<file path="src/rtl/apb_pkg.sv">
// apb_pkg: shared definitions for the APB4 requester.
//   - FSM state encodings (IDLE, SETUP, ACCESS)
//   - default address/data widths
//   - pprot attribute bit constants
package apb_pkg;

    localparam int unsigned defaultAddrWidth = 32;
    localparam int unsigned defaultDataWidth = 32;

    localparam int unsigned stateWidth = 2;
    localparam logic [stateWidth-1:0] IDLE   = 2'd0;
    localparam logic [stateWidth-1:0] SETUP  = 2'd1;
    localparam logic [stateWidth-1:0] ACCESS = 2'd2;

    // pprot[0]=privileged, pprot[1]=non-secure, pprot[2]=instruction
    localparam logic [2:0] pprotDefault     = 3'b000;
    localparam logic [2:0] pprotPrivileged  = 3'b001;
    localparam logic [2:0] pprotNonSecure   = 3'b010;
    localparam logic [2:0] pprotInstruction = 3'b100;

endpackage

</file>
<file path="src/rtl/apb_master.sv">
// apb_master: APB4 requester bridge. Takes a level-held local command and runs one
// SETUP/ACCESS transfer on the APB bus, returning read data, error status and a one-cycle
// completion pulse.
// Ports:
//   clk, rst                    clock, asynchronous active-high reset
//   pselxM..pstrbM              local command (level, held until preadyM)
//   preadyM, prdataM, pslverrM  completion pulse, read data, slave error to requester
//   psel..pstrb                 APB request outputs (all registered)
//   pready, prdata, pslverr     APB completion inputs (sampled only in ACCESS)
module apb_master
    import apb_pkg::*;
#(
    parameter int unsigned addrWidth = defaultAddrWidth,
    parameter int unsigned dataWidth = defaultDataWidth
) (
    input  logic                   clk,
    input  logic                   rst,
    // local requester side
    input  logic                   pselxM,
    input  logic                   pwriteM,
    input  logic [2:0]             pprotM,
    input  logic [addrWidth-1:0]   paddrM,
    input  logic [dataWidth-1:0]   pwdataM,
    input  logic [dataWidth/8-1:0] pstrbM,
    output logic                   preadyM,
    output logic [dataWidth-1:0]   prdataM,
    output logic                   pslverrM,
    // APB side
    output logic                   psel,
    output logic                   penable,
    output logic                   pwrite,
    output logic [2:0]             pprot,
    output logic [addrWidth-1:0]   paddr,
    output logic [dataWidth-1:0]   pwdata,
    output logic [dataWidth/8-1:0] pstrb,
    input  logic                   pready,
    input  logic [dataWidth-1:0]   prdata,
    input  logic                   pslverr
);

    logic [stateWidth-1:0] state;
    logic [stateWidth-1:0] stateNext;

    logic startXfer;
    logic doneXfer;

    assign startXfer = (state == IDLE) && pselxM;
    assign doneXfer  = (state == ACCESS) && pready;

    always_comb begin
        stateNext = state;
        case (state)
            IDLE:    if (pselxM) stateNext = SETUP;
            SETUP:   stateNext = ACCESS;
            ACCESS:  if (pready) stateNext = IDLE;
            default: stateNext = IDLE;
        endcase
    end

    always_ff @(posedge clk or posedge rst) begin
        if (rst) begin
            state <= IDLE;
        end else begin
            state <= stateNext;
        end
    end

    // psel/penable are registered so they change only on clock edges (or async reset).
    always_ff @(posedge clk or posedge rst) begin
        if (rst) begin
            psel    <= 1'b0;
            penable <= 1'b0;
        end else begin
            case (stateNext)
                SETUP: begin
                    psel    <= 1'b1;
                    penable <= 1'b0;
                end
                ACCESS: begin
                    psel    <= 1'b1;
                    penable <= 1'b1;
                end
                default: begin
                    psel    <= 1'b0;
                    penable <= 1'b0;
                end
            endcase
        end
    end

    // Command is captured only when a transfer starts, so it stays stable through ACCESS.
    always_ff @(posedge clk or posedge rst) begin
        if (rst) begin
            pwrite <= 1'b0;
            pprot  <= 3'b000;
            paddr  <= '0;
            pwdata <= '0;
            pstrb  <= '0;
        end else if (startXfer) begin
            pwrite <= pwriteM;
            pprot  <= pprotM;
            paddr  <= paddrM;
            pwdata <= pwdataM;
            // Reads must present all-zero strobes.
            pstrb  <= pwriteM ? pstrbM : '0;
        end
    end

    always_ff @(posedge clk or posedge rst) begin
        if (rst) begin
            preadyM  <= 1'b0;
            prdataM  <= '0;
            pslverrM <= 1'b0;
        end else begin
            preadyM <= doneXfer;
            if (doneXfer) begin
                pslverrM <= pslverr;
                if (!pwrite) begin
                    prdataM <= prdata;
                end
            end
        end
    end

endmodule

</file>
<file path="config.mk">
export PLATFORM = sky130hd
export DESIGN_NAME = apb_master
export DESIGN_NICKNAME = d
export VERILOG_FILES = /design/src/rtl/apb_pkg.sv /design/src/rtl/apb_master.sv
export SDC_FILE = /design/constraint.sdc
export NUM_CORES = 1
export LEC_CHECK = 0
export ABC_AREA = 1
export ABC_CLOCK_PERIOD_IN_PS = 6600
export BUFFER_PORTS_ARGS = -buffer_cell sky130_fd_sc_hd__buf_2
export CAP_MARGIN = 5
export CORE_MARGIN = 1
export CORE_UTILIZATION = 44
export DETAILED_ROUTE_END_ITERATION = 10
export PLACE_DENSITY = 0.78
export SKIP_LAST_GASP = 1
export SYNTH_ARGS = -nofsm -noshare
export SYNTH_HDL_FRONTEND = slang
export SYNTH_SLANG_ARGS = --single-unit
</file>
<file path="constraint.sdc">
create_clock -name clk -period 6.6 [get_ports clk]
set_input_delay 0 -clock clk [delete_from_list [all_inputs] [get_ports clk]]
set_output_delay 0 -clock clk [all_outputs]
set_load 0.01 [all_outputs]
</file>
==> results.txt <==
Cells after Synth = 462
Placed cells = 785
Sequential area share after synthesis = 65.6%
Via density = 4.80
Synth area leaders = dfrtp_1 66%, nand2_1 25%, nand3_1 3.8%
RSZ-0062 raised after global routing = no
Synth cell types = 15
WHS Path Cells = 3
Met1 Use GR = 31.5%
Initial drt markers = 150
H-tree Lvls = 3
Post-DP HPWL = 7070 um
Max IR drop VDD = 0.209 mV
Ys async rst share = 100%
Initial antenna violation count = 0
Placer Congestion = 0.806
Min-Delay Startpoint = pready
Pin count of the biggest net entering global routing = 78
CP max FO = 33
Seq cells post-synth = 110
Residual DRC = 0
Worst skew pair latency = 0.35 ns
Leakage power = 3.76 nW
CTS tree = yes
Post-synth top flop = dfrtp_1
Die X = 99.7 um
Worst-Margin Slew = 1.10 ns
Post-synth net total = 572
Layout Skew = 0.0142 ns
Reg2reg start = pwrite
GRT Resource Usage Total = 26.2%
Total power = 2.66 mW
Status = finished, final reports clean
Wire length of the first global-routing pass = 20500 um
Avg WL per Cell = 14.0 um
Cell taking the most area after synthesis = dfrtp_1
Nets = 885
Max Fclk = 486 MHz
Clock share of power = 15.3%
Crit path capture type = flop
Synth Cell Area = 4200 um^2
Filler cells = 642
Met3 Use GR = 4.92%
Final cell count without fillers = 908
Total number of vias = 4357
Tcrit/Tclk final = 31.2%
Max cap viols = 0
P_int = 1.61 mW
Ant diodes = 0
Layout cells sized above 1 = 30.6%
Final setup vio count = 0
Post-synth EDFFs = 0
Commonest cells in the synthesized netlist = 280 x nand2_1, 110 x dfrtp_1, 32 x nand3_1, 14 x buf_2
DIE AREA = 9940 um^2
Hold Path Class = in -> reg
M2 GR Usage = 46.2%
Switch Pwr = 1.05 mW
Critical Setup Path Class = reg -> reg
Synthesized area per cell = 9.09 um^2
Power share of the combinational group = 40.9%
Max Transition Viols Final = 0
Die Ht = 99.7 um
Core area = 9240 um^2
# port buffers = 216
Area Growth Syn to Fin = 57.1%
Sw Share = 39.6%
Fin Setup TNS = 0 ns
Final WL = 12800 um
Root Buffer = clkbuf_8
CTS Hold Bufs = 108
GRT busiest layer = met2
Postcts setup bufs = 0
Final Cell Area = 6600 um^2
Vias in the first global route = 4405
Num ports = 217
Clock period minus worst slack = 2.06 ns
Hold Vio Cnt, Final = 0
Clk buf depth = 2
Initial Util = 45.4%
Crit path DAT = 2.30 ns
CTS buffer count = 9
Post-cts sizing count = 0
CP startpoint kind = flop
Top cell type's share of synthesized area = 65.6%
Most numerous cell in the Yosys netlist = nand2_1
Worst reg-to-reg path cell count = 4
Clock-pin slew on the worst setup and hold paths = 0.10 ns
Share of power burned in registers = 43.9%
DRT Pass-1 Iters = 5
Crit path from = pwrite
Dpl cell area = 5320 um^2
Gr ovfl total = 0
Final antenna-violating net count = 0
Relative slew slack = 26.5%
Req. time, crit path = 6.84 ns
Sink Count = 110
Number of core rows = 35
Number of synthesis warnings = 0
Pwr/cell area = 403 nW/um^2
[critical path: stages, from the launching register on]
cell     delay (ns)
dfrtp_1        0.40
inv_1          0.69
nand2_2        0.58
nand2_1        0.21
nand2_1        0.08
[final timing paths]
kind,to,slack [ns]
max,prdataM[13],4.54
min,state[1],0.03
max reg2reg,prdataM[13],4.54
min reg2reg,prdataM[27],0.48
max in group asynchronous,prdataM[29],5.12
min in group asynchronous,pprot[0],0.30
[routing by layer]
| layer | share of wire [%] | up-vias |
|---|---|---|
| li1 | - | 2039 |
| met1 | 39 | 2050 |
| met2 | 51 | 226 |
| met3 | 7.0 | 42 |
| met4 | 3.3 | 0 |
| met5 | 0 | - |
[cells in the final DEF, fill, tap and decap left out, types with 2 or more instances in the layout]
cell type	n
dlygate4sd3_1	108
inv_1	3
nand3_1	32
dfrtp_1	110
buf_4	2
o21ai_0	5
buf_2	216
clkbuf_8	10
nand2_2	2
nand2_1	280
[registers in the layout (all words and copies together) (netlist names)]
signal	count
pslverrM	1
pwdata	32
pwrite	1
psel	1
paddr	32
pstrb	4
state	2
prdataM	32
preadyM	1
pprot	3
penable	1
[area by class of cell]
type / count / area [um^2] / share of cell area (%)
inverter: 5 / 21.3 / 0.323
clock buffer: 11 / 141 / 2.14
tap: 129 / 161 / 2.45
sequential: 110 / 2750 / 41.7
clock inverter: 4 / 55.1 / 0.835
timing repair buffer: 326 / 2180 / 33.0
multi-input combinational: 323 / 1290 / 19.5
[per-stage QoR]
step	util, %	hold WS, ns	setup slack (ns)
after floorplan	-	0.110	3.70
after CTS	71.4	0.0122	4.55
after global routing	71.4	0.0513	4.33
final	71.4	0.0313	4.54
after global placement	57.5	0.135	4.70
after detailed placement	57.5	0.144	4.56
[logic make-up (layout without fill, tap and decap cells)]
family | count (synthesis) | count (layout) | synth area share (%)
AO/OA/AOI/OAI | 5 | 5 | 0.596
adder cells (fa/ha/maj) | 1 | 1 | 0.298
buffers and inverters | 29 | 346 | 3.81
flip-flops | 110 | 110 | 65.6
AND/OR/NAND/NOR | 317 | 317 | 29.7
[power by group through the flow]
stage,clock network [mW],logic (mW),registers [mW]
detailed placement,0,1.02,1.16
finish,0.406,1.09,1.17
floorplan,0,0.437,1.31
global placement,0,0.988,1.16
global route,0.442,1.21,1.20
CTS,0.415,1.07,1.16
(Power assumes the default switching activity.)
